==> config.mk <==
export PLATFORM = sky130hd
export DESIGN_NAME = nn_req_arbiter
export DESIGN_NICKNAME = d
export VERILOG_FILES = /design/src/rtl/nn_pkg.sv /design/src/rtl/rr_pick.sv /design/src/rtl/nn_req_arbiter.sv
export SDC_FILE = /design/constraint.sdc
export NUM_CORES = 1
export LEC_CHECK = 0
export ABC_AREA = 1
export CORE_MARGIN = 2
export CORE_UTILIZATION = 50
export DETAILED_ROUTE_END_ITERATION = 7
export PLACE_DENSITY = 0.87
export SETUP_SLACK_MARGIN = 0.05
export SKIP_LAST_GASP = 1
export SLEW_MARGIN = 40
export SYNTH_ARGS = -nofsm -noshare
export SYNTH_HDL_FRONTEND = slang
export SYNTH_SLANG_ARGS = --single-unit
==> constraint.sdc <==
create_clock -name clk -period 4.4 [get_ports clk]
set_clock_uncertainty 0.1 [all_clocks]
set_input_delay 0.66 -clock clk [delete_from_list [all_inputs] [get_ports clk]]
set_output_delay 0.66 -clock clk [all_outputs]
set_load 0.005 [all_outputs]
==> src/rtl/nn_pkg.sv <==
// rtl/nn_pkg.sv - shared constants, class codes and FSM encoding for the request arbiter
package nn_pkg;

  localparam int N    = 16;
  localparam int NREQ = 4;
  localparam int TMO  = 512;

  localparam logic [1:0] CLS_O    = 2'b00;
  localparam logic [1:0] CLS_X    = 2'b01;
  localparam logic [1:0] CLS_NONE = 2'b10;
  localparam logic [1:0] CLS_ERR  = 2'b11;

  typedef enum logic [1:0] {
    ST_IDLE  = 2'd0,
    ST_START = 2'd1,
    ST_WAIT  = 2'd2,
    ST_RESP  = 2'd3
  } state_t;

endpackage

==> src/rtl/rr_pick.sv <==
// rtl/rr_pick.sv - combinational round-robin picker, search starts at ptr
module rr_pick #(
  parameter int NREQ = 4,
  parameter int PW   = 2
) (
  input  logic [NREQ-1:0] req,
  input  logic [PW-1:0]   ptr,
  output logic [NREQ-1:0] gnt,
  output logic            valid
);

  logic [PW:0] pos;

  // Walk requesters from ptr upward with wrap; the first one asking wins.
  always_comb begin
    gnt   = '0;
    valid = 1'b0;
    pos   = '0;
    for (int k = 0; k < NREQ; k++) begin
      pos = {1'b0, ptr} + (PW+1)'(k);
      if (pos >= (PW+1)'(NREQ)) pos = pos - (PW+1)'(NREQ);
      if (!valid && req[pos[PW-1:0]]) begin
        gnt[pos[PW-1:0]] = 1'b1;
        valid            = 1'b1;
      end
    end
  end

endmodule

==> src/rtl/nn_req_arbiter.sv <==
// rtl/nn_req_arbiter.sv - round-robin front end sharing one classifier among requesters
module nn_req_arbiter
  import nn_pkg::state_t, nn_pkg::ST_IDLE, nn_pkg::ST_START, nn_pkg::ST_WAIT,
         nn_pkg::ST_RESP, nn_pkg::CLS_ERR;
#(
  parameter int N    = nn_pkg::N,
  parameter int NREQ = nn_pkg::NREQ,
  parameter int TMO  = nn_pkg::TMO
) (
  input  logic              clk,
  input  logic              rst,
  input  logic              ena,
  input  logic [NREQ-1:0]   req,
  input  logic [NREQ*N-1:0] req_data,
  output logic [NREQ-1:0]   gnt,
  output logic [NREQ-1:0]   resp_valid,
  output logic [1:0]        resp_class,
  output logic              busy,
  output logic [N-1:0]      cls_data,
  output logic              cls_start,
  input  logic              cls_rdy,
  input  logic [1:0]        cls_res,
  output logic              cls_clr,
  output logic              err
);

  localparam int PW = (NREQ > 1) ? $clog2(NREQ) : 1;
  localparam int CW = $clog2(TMO);

  state_t          state_q, state_d;
  logic [PW-1:0]   ptr_q, ptr_d;
  logic [CW-1:0]   cnt_q, cnt_d;
  logic [NREQ-1:0] sel_q, sel_d;
  logic [NREQ-1:0] gnt_q, gnt_d;
  logic [NREQ-1:0] resp_valid_q, resp_valid_d;
  logic [1:0]      resp_class_q, resp_class_d;
  logic            busy_q, busy_d;
  logic [N-1:0]    cls_data_q, cls_data_d;
  logic            cls_start_q, cls_start_d;
  logic            cls_clr_q, cls_clr_d;
  logic            err_q, err_d;

  logic [NREQ-1:0] pick_gnt;
  logic            pick_valid;
  logic [PW-1:0]   sel_idx;
  logic [PW-1:0]   ptr_nxt;

  rr_pick #(.NREQ(NREQ), .PW(PW)) u_pick (
    .req   (req),
    .ptr   (ptr_q),
    .gnt   (pick_gnt),
    .valid (pick_valid)
  );

  // Binary index of the requester currently being served, for the pointer update.
  always_comb begin
    sel_idx = '0;
    for (int i = 0; i < NREQ; i++) begin
      if (sel_q[i]) sel_idx = PW'(i);
    end
  end

  assign ptr_nxt = (sel_idx == PW'(NREQ-1)) ? '0 : sel_idx + PW'(1);

  // Next-state and registered-output logic; pulses default low, everything else holds.
  always_comb begin
    state_d      = state_q;
    ptr_d        = ptr_q;
    cnt_d        = cnt_q;
    sel_d        = sel_q;
    gnt_d        = '0;
    resp_valid_d = '0;
    resp_class_d = resp_class_q;
    busy_d       = busy_q;
    cls_data_d   = cls_data_q;
    cls_start_d  = 1'b0;
    cls_clr_d    = 1'b0;
    err_d        = 1'b0;
    case (state_q)
      ST_IDLE: begin
        if (pick_valid) begin
          gnt_d   = pick_gnt;
          sel_d   = pick_gnt;
          busy_d  = 1'b1;
          state_d = ST_START;
          for (int i = 0; i < NREQ; i++) begin
            if (pick_gnt[i]) cls_data_d = req_data[i*N +: N];
          end
        end
      end
      ST_START: begin
        cls_start_d = 1'b1;
        cnt_d       = '0;
        state_d     = ST_WAIT;
      end
      ST_WAIT: begin
        if (cls_rdy) begin
          resp_class_d = cls_res;
          resp_valid_d = sel_q;
          state_d      = ST_RESP;
        end else if (cnt_q == CW'(TMO-1)) begin
          resp_class_d = CLS_ERR;
          resp_valid_d = sel_q;
          err_d        = 1'b1;
          cls_clr_d    = 1'b1;
          state_d      = ST_RESP;
        end else begin
          cnt_d = cnt_q + CW'(1);
        end
      end
      ST_RESP: begin
        busy_d  = 1'b0;
        ptr_d   = ptr_nxt;
        state_d = ST_IDLE;
      end
      default: state_d = ST_IDLE;
    endcase
  end

  // State and output registers; reset abandons any request, ena low freezes everything.
  always_ff @(posedge clk or posedge rst) begin
    if (rst) begin
      state_q      <= ST_IDLE;
      ptr_q        <= '0;
      cnt_q        <= '0;
      sel_q        <= '0;
      gnt_q        <= '0;
      resp_valid_q <= '0;
      resp_class_q <= '0;
      busy_q       <= 1'b0;
      cls_data_q   <= '0;
      cls_start_q  <= 1'b0;
      cls_clr_q    <= 1'b0;
      err_q        <= 1'b0;
    end else if (ena) begin
      state_q      <= state_d;
      ptr_q        <= ptr_d;
      cnt_q        <= cnt_d;
      sel_q        <= sel_d;
      gnt_q        <= gnt_d;
      resp_valid_q <= resp_valid_d;
      resp_class_q <= resp_class_d;
      busy_q       <= busy_d;
      cls_data_q   <= cls_data_d;
      cls_start_q  <= cls_start_d;
      cls_clr_q    <= cls_clr_d;
      err_q        <= err_d;
    end
  end

  assign gnt        = gnt_q;
  assign resp_valid = resp_valid_q;
  assign resp_class = resp_class_q;
  assign busy       = busy_q;
  assign cls_data   = cls_data_q;
  assign cls_start  = cls_start_q;
  assign cls_clr    = cls_clr_q;
  assign err        = err_q;

endmodule

==> out/metrics.yaml, run 1 <==
cp_max_fo: 34
synthSimpleGateAreaFrac: 0.397
cts_sinks: 46
clock_path_buffers: 2
cts_hold_buffers: 0
grt_max_degree: 47
drive_gt1_frac: 0.0662
worst_pin_slew_ns: 0.619
synth_area_um2: 3080
maxCapViolCount: 0
met3_usage: 0.0696
grtUsageMet2: 0.428
dr.first_iter.drc_count: 183
async_flop_share: 1.00
slew_violations: 0
ys_seq_area_frac: 0.374
synthesis.nets: 517
status: "finished clean"
ctsResizeCount: 0
tns_ns: 0
start_kind: "flip-flop"
die_area_um2: 6800
io_buffers: 103
synth-compound-area-share: 0.0805
post_cts_buffers: 0
grt_pass1_vias: 2963
viasPerCell: 5.15
yosys_warnings: 0
synth_area_per_cell_um2: 7.14
synth_top_family_by_area: "simple AND/OR/NAND/NOR gates"
synthMuxAreaShare: 0
num_vias: 3109
ios: 104
place_congestion: 0.877
cpPeakStageDelay_ns: 0.55
gr-usage-all-layers: 0.251
clock_latency_ns: 0.31
grt_setup_unrepaired: "no"
cts.clk_slew.worst_paths_ns: 0.08
htreeDepth: 2
min_period_ns: 3.16
synth_ff_type: "dfrtp_1"
hp-class: "reg2reg"
synthAdderAreaFrac: 0.0488
place_hpwl_um: 6550
critPathBufInv: 2
synthCells: 431
slew_headroom: 0.586
hold_viol_final: 0
arrival_ns: 3.31
grt_use_met1: 0.309
routed_wl_um: 8500
grt_pass1_wl_um: 13200
irDropWorstVdd_v: 0.000361
setup_viol: 0
nNetsFinal: 614
route.detailed.drc: 0
syn_to_final_growth_pct: 38.0
core_um2: 5920
rows: 28
grt_busiest_layer: "met2"
pwr_density_cell_nw_per_um2: 623
diodes: 0
gr-total-overflow: 0
ys_seq_elements: 46
required_ns: 4.54
crit_path_end_kind: "flip-flop"
cts_tree: "yes"
crit_type: "reg2reg"
synth_cell_type_count: 31
cp_slowest_cell: "dfrtp_1"
cts_root_buffer: "clkbuf_8"
drtAntennaViolNets: 0
dieWidth_um: 82.5
cellLeakagePower_nw: 2.11
critPathTopFamily: "simple AND/OR/NAND/NOR gates"
fp.dieH_um: 82.5
power_mw: 2.65
antenna_found_initial: 0
max_freq_mhz: 316
synth-edff-count: 0
wire_per_inst_um: 14.1
holdWs_ns: 0.393
cpMostUsedCell: "nand3_1"
timing.final.crit_share: 0.718
initial_utilization: 0.520
drt-pass1-iter-count: 4
synth_xor_area_frac: 0.00284
cts_buffers: 5
critical_path.cell_chain: "inv_2, ha_1, inv_1, nand3_1, nand2_1, nand2_2, nor2_4, nand3_1, nand2_2, nor2_2, a21oi_4, nand3_1, nand2_1"
-- flip-flops by register name, indices dropped and copies added (netlist names) --
signal	cells
busy	1
cls_data	16
cls_start	1
cnt_q	9
err	1
gnt	4
ptr_q	2
resp_class	2
resp_valid	4
sel_q	4
state_q	2
-- layout make-up --
cell class	instances	area [µm²]
Clock buffer	5	68.8
Clock inverter	3	40.0
Fill cell	461	1670
Inverter	62	235
Multi-Input combinational cell	310	1630
Sequential cell	46	1150
Tap cell	75	93.8
Timing Repair Buffer	103	1030
-- worst reg2reg max path, cell delays in order, from the launching register on --
cell,delay [ns]
dfrtp_1,0.55
inv_2,0.18
ha_1,0.37
inv_1,0.11
nand3_1,0.08
nand2_1,0.13
nand2_2,0.08
nor2_4,0.17
nand3_1,0.11
nand2_2,0.48
nor2_2,0.12
a21oi_4,0.41
nand3_1,0.13
nand2_1,0.09
-- routing by layer --
metal / up-vias / wire (µm)
li1: 1554 / -
met1: 1407 / 3490
met2: 130 / 3950
met3: 18 / 894
met4: 0 / 170
met5: - / 0
-- cell usage after synthesis (4+ instances only) --
master / count / area share
nand2_2: 7 / 0.014
inv_1: 60 / 0.073
clkbuf_1: 4 / 0.0049
dfrtp_1: 46 / 0.37
o21ai_0: 21 / 0.034
a21oi_1: 21 / 0.034
ha_1: 12 / 0.049
nand3_1: 50 / 0.081
buf_2: 5 / 0.0081
nand3b_1: 16 / 0.039
nor3_1: 6 / 0.0098
nand2_1: 136 / 0.17
nor2_1: 17 / 0.021
-- through the flow --
step | instances | setup WS (ns) | instance area, µm² | utilization
after floorplan | 431 | 2.06 | 3080 | -
after global placement | 596 | 1.30 | 4140 | 0.699
after detailed placement | 596 | 1.17 | 4140 | 0.699
after CTS | 604 | 1.22 | 4250 | 0.718
after global routing | 604 | 0.913 | 4250 | 0.718
final | 604 | 1.24 | 4250 | 0.718
-- where the power goes --
group	internal (mW)	total, mW	switching, mW
Sequential	0.568	0.679	0.111
Clock	0.167	0.311	0.144
Combinational	0.648	1.66	1.01
Total	1.38	2.65	1.27
-- cells in the final DEF, fill, tap and decap left out, drive strengths merged, types with 2 or more instances in the layout --
| cell | netlist | routed |
|---|---|---|
| a21oi | 22 | 22 |
| clkbuf | 4 | 5 |
| clkdlybuf4s50 | 0 | 103 |
| clkinv | 0 | 2 |
| dfrtp | 46 | 46 |
| ha | 12 | 12 |
| inv | 62 | 62 |
| nand2 | 146 | 146 |
| nand3 | 56 | 56 |
| nand3b | 16 | 16 |
| nor2 | 23 | 23 |
| nor3 | 6 | 6 |
| o21ai | 21 | 21 |
-- final timing paths --
path | slack, ns | from | cells past startpoint | end
setup / recovery | 1.24 | ptr_q[0]$_DFFE_PP0P_ | 13 | cls_data[0]$_DFFE_PP0P_
hold / removal | 0.39 | cls_data[10]$_DFFE_PP0P_ | 2 | cls_data[10]$_DFFE_PP0P_
setup reg to reg | 1.24 | ptr_q[0]$_DFFE_PP0P_ | 13 | cls_data[0]$_DFFE_PP0P_
hold reg to reg | 0.39 | cls_data[10]$_DFFE_PP0P_ | 2 | cls_data[10]$_DFFE_PP0P_
max in group asynchronous | 3.17 | rst | 2 | state_q[0]$_DFFE_PP0P_
min in group asynchronous | 0.65 | rst | 2 | cnt_q[2]$_DFFE_PP0P_
-- cell families (layout without fill, tap and decap cells) --
kind of cell               Yosys count  after routing
AOI/OAI and AO/OA                   46             46
xor gates and xnor gates             1              1
adders and majority gates           12             12
buffers and inverters               75            173
DFF                                 46             46
and+or+nand+nor                    251            251
No activity file was read; power rests on OpenSTA's default activity.
==> inputs of run 2 (changes only) <==
--- a/config.mk
+++ b/config.mk
@@ -7,9 +7,9 @@
 export LEC_CHECK = 0
 export ABC_AREA = 1
 export CORE_MARGIN = 2
-export CORE_UTILIZATION = 50
+export CORE_UTILIZATION = 42
 export DETAILED_ROUTE_END_ITERATION = 7
-export PLACE_DENSITY = 0.87
+export PLACE_DENSITY = 0.78
 export SETUP_SLACK_MARGIN = 0.05
 export SKIP_LAST_GASP = 1
 export SLEW_MARGIN = 40
==> constraint.sdc (replaced) <==
create_clock -name clk -period 2.6 [get_ports clk]
set_clock_uncertainty 0.1 [all_clocks]
set_input_delay 0.39 -clock clk [delete_from_list [all_inputs] [get_ports clk]]
set_output_delay 0.39 -clock clk [all_outputs]
set_load 0.005 [all_outputs]
==> out/metrics.yaml, run 2 (same netlist as run 1, synthesis figures left out) <==
status: "finished clean"
irDropWorstVdd_v: 0.000496  # +37%
grt_pass1_vias: 2801  # -5.5%
nNetsFinal: 629  # +2.4%
required_ns: 2.74  # -1.80 ns
start_kind: "flip-flop"
drtAntennaViolNets: 0  # unchanged
grt_setup_unrepaired: "yes"
fin_area_um2: 4440  # +4.4%
crit_path_end_kind: "flip-flop"
cts.clk_slew.worst_paths_ns: 0.08  # about the same
tns_ns: 0  # unchanged
initial_utilization: 0.429  # -0.0910
cpPeakStageDelay_ns: 0.37  # -0.18 ns
grt_max_degree: 37  # -21%
pre_cts_slack_ns: 0.0174  # -1.16 ns
place_area_um2: 4290  # +3.5%
power_mw: 4.72  # +78%
dr.first_iter.drc_count: 135  # -26%
timing.final.crit_share: 0.899  # +0.181
drt-pass1-iter-count: 4  # unchanged
r2r_start: "ptr_q[0]$_DFFE_PP0P_"
viasPerCell: 4.84  # -5.9%
slew_violations: 0  # unchanged
arrival_ns: 2.47  # -0.84 ns
die_area_um2: 8030  # +18%
hp-class: "reg2reg"
rows: 31  # +11%
cts_root_buffer: "clkbuf_8"
io_buffers: 103  # unchanged
gr-usage-all-layers: 0.206  # -0.0452
crit_type: "reg2reg"
routed_wl_um: 8490  # about the same
slew_headroom: 0.519  # -0.0667
fp.dieH_um: 89.6  # +8.7%
num_vias: 3110  # +0.032%
postLayoutCoreUtil: 0.618  # -0.0995
core_um2: 7180  # +21%
final_cell_mix: "nand2_1, clkdlybuf4s50_1, inv_1"
critPathBufInv: 3  # +1
place_hpwl_um: 6540  # -0.10%
cts_hold_buffers: 0  # unchanged
whs_path_depth: 1  # -1
cpMostUsedCell: "nand2_1"
place_congestion: 0.866  # -1.3%
cts_buffers: 5  # unchanged
clock_latency_ns: 0.29  # -0.02 ns
final_cells: 642  # +6.3%
largest_reg_flops: 16  # unchanged
ios: 104  # unchanged
clock_path_buffers: 2  # unchanged
diodes: 0  # unchanged
dpl.cell_count: 634  # +6.4%
min_period_ns: 2.34  # -0.823 ns
critPathTopFamily: "simple AND/OR/NAND/NOR gates"
critical_path.cell_chain: "inv_2, ha_1, inv_1, nand3_1, nand2_1, nand2_2, nor2_4, nand3_1, nand3_2, inv_1, nand2_4, nand2_1, nand2_1"
pwr_density_cell_nw_per_um2: 1060  # +71%
route.detailed.drc: 0  # unchanged
holdWs_ns: 0.385  # -0.00741 ns
max_freq_mhz: 428  # +35%
cp.depth: 13  # unchanged
htreeDepth: 2  # unchanged
worst_pin_slew_ns: 0.720  # +0.101 ns
antenna_found_initial: 0  # unchanged
setup_ws_ns: 0.262  # -0.977 ns
cp_max_fo: 16  # -53%
wire_per_inst_um: 13.2  # -5.9%
maxCapViolCount: 0  # unchanged
syn_to_final_growth_pct: 44.0
rr_worst_depth: 13  # unchanged
drive_gt1_frac: 0.0939  # +0.0278
dieWidth_um: 89.6  # +8.7%
cp_slowest_cell: "dfrtp_1"
setup_viol: 0  # unchanged
layout_commonest_cell: "nand2_1"
cellLeakagePower_nw: 2.19  # +4.1%
worstHoldStart: "cnt_q[6]$_DFFE_PP0P_"
worstSetupStartpoint: "ptr_q[0]$_DFFE_PP0P_"
gr-total-overflow: 0  # unchanged
cts_sinks: 46  # unchanged
grt_pass1_wl_um: 12900  # -2.3%
hold_viol_final: 0  # unchanged
cts_tree: "yes"
-- run 2: final timing paths --
kind	end	slack, ns
worst max-delay path	cls_data[5]$_DFFE_PP0P_	0.26
worst min-delay path	cnt_q[6]$_DFFE_PP0P_	0.39
worst max register to register	cls_data[5]$_DFFE_PP0P_	0.26
worst min register to register	cnt_q[6]$_DFFE_PP0P_	0.39
max in group asynchronous	state_q[1]$_DFFE_PP0P_	1.37
min in group asynchronous	cnt_q[4]$_DFFE_PP0P_	0.43
-- run 2: final cells by class --
| cell class | instances | area [µm²] |
|---|---|---|
| Inverter | 62 | 233 |
| Multi-Input combinational cell | 310 | 1650 |
| Fill cell | 647 | 2740 |
| Timing Repair Buffer | 118 | 1170 |
| Tap cell | 99 | 124 |
| Clock buffer | 6 | 82.6 |
| Clock inverter | 1 | 30.0 |
| Sequential cell | 46 | 1150 |
-- run 2: report_power, final --
part	internal (mW)	total [mW]	switching, mW
combinational	1.27	3.06	1.79
sequential	0.961	1.12	0.159
clock	0.308	0.541	0.233
total	2.54	4.72	2.18
-- run 2: worst register-to-register path, stage by stage (launching register included) --
cell and delay, ns:
dfrtp_1 0.37, inv_2 0.04, ha_1 0.33, inv_1 0.10, nand3_1 0.08, nand2_1 0.12
nand2_2 0.08, nor2_4 0.18, nand3_1 0.17, nand3_2 0.17, inv_1 0.18, nand2_4 0.21
nand2_1 0.08, nand2_1 0.08
-- run 2: metal layers --
metal  up-vias  share of wire  global-route usage
li1       1588              -                   -
met1      1401           0.44               0.271
met2       115           0.45               0.345
met3         6          0.093              0.0411
met4         0         0.0079              0.0583
met5         -              0                   0
-- run 2: timing repair --
action,4_1_cts,5_1_grt
resized for setup,0,4
setup buffers,0,1
endpoints found under the setup margin,0,18
==> inputs of run 3 (changes only) <==
--- a/config.mk
+++ b/config.mk
@@ -6,6 +6,7 @@
 export NUM_CORES = 1
 export LEC_CHECK = 0
 export ABC_AREA = 1
+export CAP_MARGIN = 20
 export CORE_MARGIN = 2
 export CORE_UTILIZATION = 42
 export DETAILED_ROUTE_END_ITERATION = 7
@@ -16,3 +17,4 @@
 export SYNTH_ARGS = -nofsm -noshare
 export SYNTH_HDL_FRONTEND = slang
 export SYNTH_SLANG_ARGS = --single-unit
+export TNS_END_PERCENT = 50
==> results of run 3 <==
Final layout, timing and power as in run 2 (identical DEF).
